--- config.mk ---
export PLATFORM = sky130hd
export DESIGN_NAME = priority_encoder_sync
export DESIGN_NICKNAME = d
export VERILOG_FILES = /design/src/rtl/priority_encoder_sync.sv
export SDC_FILE = /design/constraint.sdc
export NUM_CORES = 1
export LEC_CHECK = 0
export ABC_AREA = 1
export BUFFER_PORTS_ARGS = -buffer_cell sky130_fd_sc_hd__buf_2
export CAP_MARGIN = 40
export CORE_ASPECT_RATIO = 2
export CORE_UTILIZATION = 40
export CTS_CLUSTER_SIZE = 28
export DETAILED_ROUTE_END_ITERATION = 12
export PLACE_DENSITY_LB_ADDON = 0.15
export SETUP_SLACK_MARGIN = 0.05
export SLEW_MARGIN = 25
export SYNTH_ARGS = -nofsm -noshare
export SYNTH_HDL_FRONTEND = slang
export SYNTH_SLANG_ARGS = --single-unit
--- constraint.sdc ---
create_clock -name clk -period 8.3 [get_ports clk]
set_clock_uncertainty 0.1 [all_clocks]
set_input_delay 0 -clock clk [delete_from_list [all_inputs] [get_ports clk]]
set_output_delay 0 -clock clk [all_outputs]
set_load 0.01 [all_outputs]
--- src/rtl/priority_encoder_sync.sv ---
// Sequential 8-to-3 priority encoder: synchronises and debounces switch lines,
// then emits the index of the highest active line over a valid/ready handshake.
module priority_encoder_sync #(
  parameter int N_IN          = 8,
  parameter int STABLE_CYCLES = 4
) (
  input  logic            clk,
  input  logic            reset,
  input  logic [N_IN-1:0] in_lines,
  input  logic            out_ready,
  output logic            out_valid,
  output logic [2:0]      out_code,
  output logic            out_multi,
  output logic            out_none
);

  localparam int CNT_W = $clog2(STABLE_CYCLES);
  localparam logic [CNT_W-1:0] CNT_MAX = CNT_W'(STABLE_CYCLES - 1);

  logic [N_IN-1:0]  s1_q, s1_d;
  logic [N_IN-1:0]  s2_q, s2_d;
  logic [N_IN-1:0]  s2_prev_q, s2_prev_d;
  logic [CNT_W-1:0] cnt_q, cnt_d;
  logic [N_IN-1:0]  committed_q, committed_d;
  logic             out_valid_q, out_valid_d;
  logic [2:0]       out_code_q, out_code_d;
  logic             out_multi_q, out_multi_d;
  logic             out_none_q, out_none_d;
  logic             same, stable, xfer, commit;

  function automatic logic [2:0] msb_index(input logic [N_IN-1:0] v);
    logic [2:0] idx;
    idx = '0;
    for (int i = 0; i < N_IN; i++)
      if (v[i]) idx = 3'(i);
    return idx;
  endfunction

  function automatic logic multi_hot(input logic [N_IN-1:0] v);
    logic [3:0] n;
    n = '0;
    for (int i = 0; i < N_IN; i++)
      n = n + {3'b000, v[i]};
    return n > 4'd1;
  endfunction

  function automatic logic [CNT_W-1:0] sat_inc(input logic [CNT_W-1:0] c);
    return (c == CNT_MAX) ? c : c + CNT_W'(1);
  endfunction

  always_comb begin
    s1_d        = in_lines;
    s2_d        = s1_q;
    s2_prev_d   = s2_q;
    same        = (s2_q == s2_prev_q);
    cnt_d       = same ? sat_inc(cnt_q) : '0;
    stable      = (cnt_q == CNT_MAX) && same;
    xfer        = out_valid_q && out_ready;
    // A held payload blocks commits; the debounce above keeps tracking regardless.
    commit      = stable && (s2_q != committed_q) && (!out_valid_q || out_ready);
    committed_d = committed_q;
    out_valid_d = out_valid_q;
    out_code_d  = out_code_q;
    out_multi_d = out_multi_q;
    out_none_d  = out_none_q;
    if (commit) begin
      committed_d = s2_q;
      out_valid_d = 1'b1;
      out_code_d  = msb_index(s2_q);
      out_multi_d = multi_hot(s2_q);
      out_none_d  = (s2_q == '0);
    end else if (xfer) begin
      out_valid_d = 1'b0;
    end
  end

  always_ff @(posedge clk) begin
    if (reset) begin
      s1_q        <= '0;
      s2_q        <= '0;
      s2_prev_q   <= '0;
      cnt_q       <= '0;
      committed_q <= '0;
      out_valid_q <= 1'b0;
      out_code_q  <= '0;
      out_multi_q <= 1'b0;
      out_none_q  <= 1'b1;
    end else begin
      s1_q        <= s1_d;
      s2_q        <= s2_d;
      s2_prev_q   <= s2_prev_d;
      cnt_q       <= cnt_d;
      committed_q <= committed_d;
      out_valid_q <= out_valid_d;
      out_code_q  <= out_code_d;
      out_multi_q <= out_multi_d;
      out_none_q  <= out_none_d;
    end
  end

  assign out_valid = out_valid_q;
  assign out_code  = out_code_q;
  assign out_multi = out_multi_q;
  assign out_none  = out_none_q;

endmodule

==> metrics.md, run 1 <==
| Metric | Value |
|---|---|
| Worst Hold Path EP | `out_valid` |
| Clock transition at path regs | `0.08 ns` |
| Worst Path Required | `8.43 ns` |
| Cell Rows | `34` |
| Number of global-route vias before repair | `1,412` |
| Crit-path max FO | `7` |
| All-layer global routing usage | `0.1630` |
| Starting Density | `0.4201` |
| Worst min path class | `input port to flop` |
| Crit. End Element | `flop` |
| Syn. warnings | `0` |
| P_int | `0.0002806 W` |
| Final nets | `301` |
| RSZ-0062 raised after global routing | `no` |
| Register area share after synthesis | `0.4393` |
| Routed Antenna Nets | `0` |
| Pins Over Slew Limit | `0` |
| Tot Pwr | `0.0003774 W` |
| Port Buf Inserts | `16` |
| # DRC | `0` |
| Post-synth top area share | `0.4393` |
| Hold path start | `reset` |
| Final count of hold timing violations | `0` |
| Antenna violations before repair | `0` |
| Fin Hold WS | `0.03578 ns` |
| Dpl cells | `319` |
| Flop2flop setup slack | `5.00 ns` |
| Clock power share | `0.361` |
| Post-synthesis instance total | `256` |
| Pwr per Cell Area | `177.6 nW/um^2` |
| ANT cells | `0` |
| Most frequent cells after synthesis | `nor2_1, nand2_1, dfxtp_1` |
| Io pins | `17` |
| Setup violators final | `0` |
| Routed WL per cell | `10.12 um` |
| # H-tree levels | `2` |
| Setup bufs post-CTS | `0` |
| Status | `completed` |
| Psw | `0.00009682 W` |
| Unique cell type count in the Yosys netlist | `22` |
| Skew-Pair Late Insertion Delay | `0.29 ns` |
| Main synth FF type | `dfxtp_1` |
| Top-count cell post-synth | `nor2_1` |
| Min Clock Period, post-route | `3.297 ns` |
| Die Width | `49.74 um` |
| Final worst-path cycle share | `0.3972` |
| R2R Path End | `out_multi` |
| Reg2reg start | `s2_prev_d[3]` |
| Routed via count | `1,480` |
| Yosys top cell by area | `dfxtp_1` |
| Total congestion overflow | `0` |
| TritonRoute pass-1 iters | `4` |
| Max_cap viols | `0` |
| Non-filler instance count after layout | `336` |
| Worst vdd ir | `0.1479 mV` |
| Synth-to-Final Area Change | `16.54%` |
| Root Buffer | `clkbuf_8` |
| P_leak | `1.034 nW` |
| Initial DRC Count | `10` |
| CORE AREA | `4339 sq um` |
| Switching Share | `0.2565` |
| Hold depth | `2` |
| R2r worst-path depth | `14` |
| Vias per cell | `4.405` |
| Post-synth EDFFs | `0` |
| Setup Crit Path Kind | `flop to flop` |
| DP Wirelength | `2472 um` |
| CTS tree | `built` |
| Fin Setup TNS | `0 ns` |
| Global placement routability congestion | `0.8348` |
| Critical Path AT | `3.43 ns` |
| CP startpoint kind | `flop` |
| Slew at the pin with the worst max-slew slack | `0.4731 ns` |
| Die area | `4848 sq um` |
| Max clock buf depth | `2` |
| Slew margin rel. | `0.6846` |
| Asr flop ratio synth | `0` |
| Cts repair resizes | `0` |
| WL final | `3399 um` |
| Dpl cell area | `1938 sq um` |
| Synth top area cells | `dfxtp_1, nor2_1, nand2_1` |
| Design area | `2125 sq um` |
| Largest net degree at the start of global routing | `28` |
| First-pass GRT wire length | `6003 um` |
| Syn avg cell area | `7.121 sq um` |
| CTS buffer count | `5` |
| Post-Syn Area | `1823 sq um` |
| FF+latch count, synth | `40` |
| Fmax | `0.3033 GHz` |
| Die Y | `97.47 um` |
| Flop pwr share | `0.532` |
| Power share of the combinational group | `0.107` |
| Syn Nets | `276` |
| CTS Sinks | `40` |
| Share of cells above drive strength 1 | `0.1170` |
==> registers in the layout, summed over array words and instances (netlist names) <==
| register | flops |
|---|---|
| committed_q | 8 |
| s2_prev_d | 8 |
| out_valid | 1 |
| s2_prev_q | 8 |
| out_multi | 1 |
| s1_q | 8 |
| out_none | 1 |
| cnt_q | 2 |
| out_code | 3 |
==> layer usage <==
layer / part of all wire / GRT usage / vias up
met4: 0.047 / 0.1253 / 0
met1: 0.42 / 0.1716 / 637
met2: 0.50 / 0.2765 / 24
met5: 0 / 0 / -
li1: - / - / 807
met3: 0.026 / 0.02660 / 12
==> power groups by stage <==
stage	clock (W)	sequential, W	combinational, W
after floorplan	0	0.000205	0.0000287
after global placement	0	0.000205	0.0000367
after detailed placement	0	0.000205	0.0000375
after CTS	0.000142	0.000201	0.0000408
after global routing	0.000147	0.000202	0.0000460
final	0.000136	0.000201	0.0000404
==> per-stage QoR <==
stage | setup slack [ns] | utilization
floorplan | 5.198 | -
global placement | 5.114 | 0.4467
detailed placement | 5.009 | 0.4467
CTS | 4.998 | 0.4896
global route | 4.783 | 0.4896
finish | 5.003 | 0.4896
==> layout make-up <==
cell class | instances | area [sq um]
Clock buffer | 6 | 82.58
Clock inverter | 2 | 13.76
Fill cell | 451 | 2215
Inverter | 44 | 165.2
Multi-Input combinational cell | 164 | 817.0
Sequential cell | 40 | 800.8
Tap cell | 54 | 67.56
Timing Repair Buffer | 26 | 177.7
==> critical path, stage by stage (launching register included) <==
cell and delay (ns):
dfxtp_1 0.48, fa_1 0.47, inv_1 0.08, fa_1 0.42, fa_1 0.50, inv_1 0.04
ha_1 0.20, fa_1 0.44, nand2_1 0.08, nor2_1 0.04, a21oi_1 0.12, nor2_1 0.05
nand4_1 0.08, nand2_1 0.06, nor2_1 0.08
==> logic make-up after synthesis <==
kind of cell | Yosys count | share of synthesized area
compound gates | 5 | 0.01372
simple gates | 144 | 0.3274
fa+ha+maj | 9 | 0.07824
buf+inv | 52 | 0.1126
xor+xnor | 6 | 0.02883
flops | 40 | 0.4393
==> worst max path at each step <==
| stage | startpoint | end |
|---|---|---|
| detailed placement | s2_prev_d[3] | out_multi |
| global placement | s2_prev_d[3] | out_multi |
| finish | s2_prev_d[3] | out_multi |
| global route | s2_prev_d[3] | out_multi |
| floorplan | s2_prev_d[3] | out_multi |
| CTS | s2_prev_d[3] | out_multi |
==> cell usage in the layout (no fill, tap or decap), drive strengths merged <==
cell and instances:
nor2 65, nand2 62, inv 45, dfxtp 40, buf 17, nand4 11
dlygate4sd3 9, clkbuf 6, ha 5, xnor2 4, a21oi 4, fa 4
xor2 2, nor3 2, nand3 2, o21ai 1, nor4 1, nor3b 1
clkinv 1
==> timing repair <==
action,CTS,global route
hold endpoints to repair,9,0
hold buffers,9,0
setup endpoints to repair,0,0
Note: power is estimated with default switching activity, not from simulation.
==> run 2: changes to the inputs <==
--- a/config.mk
+++ b/config.mk
@@ -5,7 +5,7 @@
 export SDC_FILE = /design/constraint.sdc
 export NUM_CORES = 1
 export LEC_CHECK = 0
-export ABC_AREA = 1
+export ABC_AREA = 0
 export BUFFER_PORTS_ARGS = -buffer_cell sky130_fd_sc_hd__buf_2
 export CAP_MARGIN = 40
 export CORE_ASPECT_RATIO = 2
==> constraint.sdc (replaced) <==
create_clock -name clk -period 2.9 [get_ports clk]
set_clock_uncertainty 0.1 [all_clocks]
set_input_delay 0 -clock clk [delete_from_list [all_inputs] [get_ports clk]]
set_output_delay 0 -clock clk [all_outputs]
set_load 0.01 [all_outputs]
==> metrics.md, run 2 <==
| Metric | Value |
|---|---|
| Routed Antenna Nets | `0 (unchanged)` |
| Met2 usage | `0.2797 (+0.003173)` |
| Setup slack after layout | `-0.2169 ns (-5.220 ns)` |
| P_leak | `0.9358 nW (-9.5%)` |
| Vias per cell | `4.599 (+4.4%)` |
| Yosys top cell by area | `dfxtp_1` |
| Design area | `2088 sq um (-1.7%)` |
| Fmax | `0.3208 GHz (+5.8%)` |
| Largest net degree at the start of global routing | `45 (+61%)` |
| Routed via count | `1,136 (-23%)` |
| Critical Path AT | `3.20 ns (-0.23 ns)` |
| Pwr per Cell Area | `489.4 nW/um^2 (+180%)` |
| ANT cells | `0 (unchanged)` |
| Flop2flop setup slack | `-0.22 ns (-5.22 ns)` |
| CP startpoint kind | `flop` |
| Routed WL per cell | `12.39 um (+23%)` |
| Crit. End Element | `flop` |
| FF+latch count, synth | `40 (unchanged)` |
| Main synth FF type | `dfxtp_1` |
| Fin Hold WS | `0.1460 ns (+0.1102 ns)` |
| Skew-Pair Late Insertion Delay | `0.29 ns (about the same)` |
| Most frequent cells after synthesis | `dfxtp_1, nor2b_1, nor2_1` |
| Global placement routability congestion | `0.7334 (-12%)` |
| Dpl cells | `231 (-28%)` |
| Worst vdd ir | `0.4001 mV (+170%)` |
| Starting Density | `0.4135 (-0.006615)` |
| CTS Sinks | `40 (unchanged)` |
| Crit path capture | `out_multi` |
| Antenna violations before repair | `0 (unchanged)` |
| DP Wirelength | `2160 um (-13%)` |
| Met1 Use GR | `0.1394 (-0.03222)` |
| TritonRoute pass-1 iters | `3 (-1)` |
| All-layer global routing usage | `0.1490 (-0.01398)` |
| Post-Syn Area | `1777 sq um (-2.5%)` |
| Register area share after synthesis | `0.4507 (+0.01145)` |
| Reg2reg start | `s2_prev_d[0]` |
| # DRC | `0 (unchanged)` |
| CTS tree | `built` |
| Setup violators final | `1 (+1)` |
| R2r worst-path depth | `10 (-4)` |
| Io pins | `17 (unchanged)` |
| Synth-to-Final Area Change | `17.54%` |
| Dpl cell area | `1899 sq um (-2.0%)` |
| Final count of hold timing violations | `0 (unchanged)` |
| R2R Path End | `out_multi` |
| Post-synthesis instance total | `163 (-36%)` |
| Syn. warnings | `0 (unchanged)` |
| Min Clock Period, post-route | `3.117 ns (-0.1800 ns)` |
| Root Buffer | `clkbuf_8` |
| Number of global-route vias before repair | `1,199 (-15%)` |
| Worst min path class | `input port to flop` |
| Final nets | `213 (-29%)` |
| Clock transition at path regs | `0.07 ns (about the same)` |
| Unique cell type count in the Yosys netlist | `30 (+36%)` |
| Final worst-path cycle share | `1.075 (+0.6776)` |
| First-pass GRT wire length | `5126 um (-15%)` |
| Die area | `4728 sq um (-2.5%)` |
| CTS buffer count | `5 (unchanged)` |
| Die Y | `96.25 um (-1.3%)` |
| CORE AREA | `4297 sq um (-0.98%)` |
| RSZ-0062 raised after global routing | `yes` |
| Post-synth top area share | `0.4507 (+0.01145)` |
| Commonest non-fill, non-tap cell in the layout | `dfxtp_1` |
| Total congestion overflow | `0 (unchanged)` |
| Worst Path Required | `2.98 ns (-5.45 ns)` |
| Status | `finished with violations` |
| Asr flop ratio synth | `0 (unchanged)` |
| Top-count cell post-synth | `dfxtp_1` |
| Non-filler instance count after layout | `247 (-26%)` |
| Max_cap viols | `0 (unchanged)` |
| Slew margin rel. | `0.5385 (-0.1461)` |
| Pins Over Slew Limit | `0 (unchanged)` |
| # H-tree levels | `2 (unchanged)` |
| Die Width | `49.13 um (-1.2%)` |
| Port Buf Inserts | `16 (unchanged)` |
| Cell Rows | `34 (unchanged)` |
| Share of cells above drive strength 1 | `0.2487 (+0.1317)` |
| Syn avg cell area | `10.90 sq um (+53%)` |
| Initial DRC Count | `6 (-4)` |
| Slew at the pin with the worst max-slew slack | `0.6923 ns (+0.2192 ns)` |
| Setup bufs post-CTS | `0 (unchanged)` |
| Max clock buf depth | `2 (unchanged)` |
| Met3 usage | `0.03791 (+0.01131)` |
| Failing checks | `setup timing` |
| Syn Nets | `183 (-34%)` |
| WL final | `3061 um (-9.9%)` |
| Gr busiest metal | `met2` |
| Most frequent cells in the layout | `dfxtp_1, nor2b_1, buf_2` |
| Setup Crit Path Kind | `flop to flop` |
| Post-synth EDFFs | `0 (unchanged)` |
| Critical path startpoint | `s2_prev_d[0]` |
| Synth top area cells | `dfxtp_1, nor2b_1, mux2_4` |
| Crit-path max FO | `2 (-5)` |
-- run 2: changes by cell type after synthesis, moves of 8 or more --
cell | previous run | this run
inv_1 | 39 | 11
nand2_1 | 61 | 1
and2b_1 | 0 | 8
mux2_4 | 0 | 8
nor2_1 | 63 | 12
nand4_1 | 11 | 2
nor2b_1 | 0 | 22
-- run 2: critical path, cell delays in order (launching register included) --
cell	delay, ns
dfxtp_2	0.34
fa_1	0.56
inv_2	0.04
fa_1	0.45
fa_1	0.51
inv_2	0.05
ha_4	0.15
fa_2	0.41
inv_1	0.07
a21oi_1	0.06
mux2_4	0.28
-- run 2: layout make-up --
| class | count | area [sq um] |
|---|---|---|
| clock buffer | 5 | 68.82 |
| tap | 54 | 67.56 |
| timing repair buffer | 31 | 215.2 |
| multi-input combinational | 104 | 880.8 |
| fill | 398 | 2208 |
| inverter | 11 | 41.29 |
| clock inverter | 2 | 12.51 |
| sequential | 40 | 802.0 |
-- run 2: kinds of logic after synthesis --
| group | count (synthesis) | synth area share |
|---|---|---|
| buffers and inverters | 19 | 0.06620 |
| and+or+nand+nor | 55 | 0.1824 |
| muxes | 14 | 0.1035 |
| AOI/OAI and AO/OA | 9 | 0.02888 |
| xor gates and xnor gates | 17 | 0.08803 |
| DFF | 40 | 0.4507 |
| adders and majority gates | 9 | 0.08028 |
-- run 2: report_power, final --
group | leakage [nW] | switching [W] | internal [W]
logic | 0.569 | 0.0000506 | 0.0000513
registers | 0.327 | 0.00000834 | 0.000564
clock network | 0.0400 | 0.000185 | 0.000163
total | 0.936 | 0.000244 | 0.000778
-- run 2: what timing repair did --
item                                    CTS  global route
hold endpoints to repair                  9             0
resized for setup                         1             4
hold buffers                              9             0
pin swaps                                 2             0
endpoints found under the setup margin    1             1
-- run 2: worst min path at each step --
stage | endpoint | cells after the start | startpoint | slack, ns
2_1_floorplan | s2_prev_q[2] | 1 | reset | -0.02
3_3_place_gp | s1_q[2] | 2 | in_lines[2] | 0.11
3_5_place_dp | s1_q[3] | 2 | in_lines[3] | 0.11
4_1_cts | s2_prev_d[0] | 2 | reset | 0.17
5_1_grt | s2_prev_d[6] | 2 | reset | 0.20
6_report | s2_prev_d[2] | 2 | reset | 0.15
-- run 2: through the flow --
step,util,setup TNS (ns),total power (W),setup WS [ns]
2_1_floorplan,-,-0.1284,0.0006491,-0.1284
3_3_place_gp,0.4421,-0.1879,0.0006714,-0.1879
3_5_place_dp,0.4421,-0.2539,0.0006752,-0.2539
4_1_cts,0.4828,-0.2331,0.001036,-0.2331
5_1_grt,0.4860,-0.3100,0.001071,-0.3100
6_report,0.4860,-0.2169,0.001022,-0.2169
-- run 2: routing by layer --
| metal | vias up | part of all wire |
|---|---|---|
| li1 | 573 | - |
| met1 | 534 | 0.39 |
| met2 | 21 | 0.55 |
| met3 | 8 | 0.023 |
| met4 | 0 | 0.035 |
| met5 | - | 0 |
==> run 3: changes to the inputs <==
--- a/config.mk
+++ b/config.mk
@@ -5,7 +5,7 @@
 export SDC_FILE = /design/constraint.sdc
 export NUM_CORES = 1
 export LEC_CHECK = 0
-export ABC_AREA = 0
+export ABC_AREA = 1
 export BUFFER_PORTS_ARGS = -buffer_cell sky130_fd_sc_hd__buf_2
 export CAP_MARGIN = 40
 export CORE_ASPECT_RATIO = 2
==> metrics.md, run 3 (synthesis gave the netlist of run 1 again) <==
| Metric | Value |
|---|---|
| Initial DRC Count | `15 (+9)` |
| Setup slack after layout | `-0.2004 ns (+0.01654 ns)` |
| Crit-path max FO | `2 (unchanged)` |
| Vias per cell | `4.438 (-3.5%)` |
| Critical Path AT | `3.19 ns (about the same)` |
| Die Y | `97.47 um (+1.3%)` |
| P_int | `0.0009171 W (+18%)` |
| CTS Sinks | `40 (unchanged)` |
| CTS tree | `built` |
| Clock transition at path regs | `0.07 ns (about the same)` |
| Clock power share | `0.414 (+0.074)` |
| Io pins | `17 (unchanged)` |
| Antenna violations before repair | `0 (unchanged)` |
| Global placement routability congestion | `0.8206 (+12%)` |
| Worst Path Required | `2.99 ns (about the same)` |
| WL final | `3680 um (+20%)` |
| Slew margin rel. | `0.6900 (+0.1515)` |
| Psw | `0.0002731 W (+12%)` |
| CP startpoint kind | `flop` |
| Die area | `4848 sq um (+2.5%)` |
| Synth-to-Final Area Change | `20.25%` |
| Pwr per Cell Area | `542.9 nW/um^2 (+11%)` |
| DP Wirelength | `2628 um (+22%)` |
| Most frequent cells in the layout | `nor2_1, nand2_1, inv_1, dfxtp_1, buf_2` |
| Final nets | `305 (+43%)` |
| Share of cells above drive strength 1 | `0.1469 (-0.1019)` |
| Setup WS pre-CTS | `-0.2054 ns (+0.04848 ns)` |
| Die Width | `49.74 um (+1.2%)` |
| Switching Share | `0.2294 (-0.009446)` |
| Fmax | `0.3225 GHz (+0.53%)` |
| Number of global-route vias before repair | `1,439 (+20%)` |
| # DRC | `0 (unchanged)` |
| Crit. End Element | `flop` |
| Max_cap viols | `0 (unchanged)` |
| Finished Core Util | `0.5052 (+0.01917)` |
| Power share of the combinational group | `0.104 (+0.004)` |
| Worst min path class | `input port to flop` |
| Setup Crit Path Kind | `flop to flop` |
| Dpl cell area | `1976 sq um (+4.0%)` |
| Status | `finished with violations` |
| First-pass GRT wire length | `6175 um (+20%)` |
| All-layer global routing usage | `0.1710 (+0.02201)` |
| Commonest non-fill, non-tap cell in the layout | `nor2_1` |
| Routed WL per cell | `10.82 um (-13%)` |
| Port Buf Inserts | `16 (unchanged)` |
| Max clock buf depth | `2 (unchanged)` |
| Pins Over Slew Limit | `0 (unchanged)` |
| Routed via count | `1,509 (+33%)` |
| Final count of hold timing violations | `0 (unchanged)` |
| Largest net degree at the start of global routing | `28 (-38%)` |
| P_leak | `1.064 nW (+14%)` |
| Routed Antenna Nets | `0 (unchanged)` |
| Total congestion overflow | `0 (unchanged)` |
| ANT cells | `0 (unchanged)` |
| Worst vdd ir | `0.3638 mV (-9.1%)` |
| RSZ-0062 raised after global routing | `yes` |
| Setup violators final | `1 (unchanged)` |
| Cell Rows | `34 (unchanged)` |
| Design area | `2192 sq um (+5.0%)` |
| Min Clock Period, post-route | `3.100 ns (-0.01654 ns)` |
| Starting Density | `0.4201 (+0.006615)` |
| TritonRoute pass-1 iters | `4 (+1)` |
| Final worst-path cycle share | `1.069 (-0.005704)` |
| Root Buffer | `clkbuf_8` |
| Flop pwr share | `0.482 (-0.078)` |
| Slew at the pin with the worst max-slew slack | `0.4639 ns (-0.2284 ns)` |
| CORE AREA | `4339 sq um (+0.99%)` |
| Skew-Pair Late Insertion Delay | `0.29 ns (about the same)` |
| # H-tree levels | `2 (unchanged)` |
| CTS buffer count | `5 (unchanged)` |
| Failing checks | `setup timing` |
-- run 3: changes by cell type in the layout (fill, tap and decap cells not counted), sizes merged, moves of 8 or more --
cell / delta
nand2: +61
nor2: +53
inv: +33
nor2b: -22
mux2: -11
nand4: +9
and2b: -8
-- run 3: per-stage QoR --
| step | instances | setup TNS [ns] | total power [W] | hold slack [ns] |
|---|---|---|---|---|
| after global routing | 340 | -0.3842 | 0.001247 | 0.06164 |
| after detailed placement | 323 | -0.2054 | 0.0007029 | 0.1092 |
| after floorplan | 256 | -0.07524 | 0.0006688 | 0.006967 |
| final | 340 | -0.2004 | 0.001190 | 0.03472 |
| after global placement | 323 | -0.1344 | 0.0006986 | 0.09747 |
| after CTS | 340 | -0.2185 | 0.001208 | 0.04323 |
-- run 3: power groups by stage --
stage / clock network (W) / registers [W] / logic (W)
final: 0.000492 / 0.000574 / 0.000124
after global routing: 0.000530 / 0.000576 / 0.000140
after CTS: 0.000508 / 0.000574 / 0.000126
after detailed placement: 0 / 0.000587 / 0.000116
after global placement: 0 / 0.000587 / 0.000112
after floorplan: 0 / 0.000586 / 0.0000830
-- run 3: per-layer routing --
metal  track usage  routed length (um)
met5             0                   0
met4       0.09890                  97
met3       0.02973                  70
met2        0.3254                1998
met1        0.1601                1513
-- run 3: what timing repair did --
| item | 4_1_cts | 5_1_grt |
|---|---|---|
| hold endpoints to repair | 9 | 0 |
| pin swaps | 0 | 0 |
| setup endpoints to repair | 1 | 1 |
| setup buffers | 0 | 0 |
| resized for setup | 1 | 0 |
| hold buffers | 9 | 0 |
-- run 3: area by class of cell --
class,count,area (sq um)
well taps,54,67.56
clock inverters,1,30.03
clock buffers,7,96.34
flip-flops and latches,40,803.3
repair buffers,30,207.7
fillers,483,2147
inverters,44,165.2
multi-input cells,164,822.0
-- run 3: worst paths after layout --
path / startpoint / endpoint / slack [ns] / cells after the start
worst max-delay path: s2_prev_d[0] / out_multi / -0.20 / 13
worst min-delay path: reset / s2_prev_d[7] / 0.03 / 2
worst max register to register: s2_prev_d[0] / out_multi / -0.20 / 13
worst min register to register: s1_q[0] / s2_prev_d[0] / 0.30 / 2
-- run 3: critical path: stages (launching register included) --
cell	delay, ns
dfxtp_2	0.33
fa_1	0.55
inv_2	0.05
fa_1	0.47
fa_1	0.50
inv_1	0.04
ha_2	0.17
fa_2	0.34
nor2_1	0.11
a21oi_1	0.05
nor2_1	0.08
nand4_1	0.10
nand2_1	0.09
nor2_1	0.04
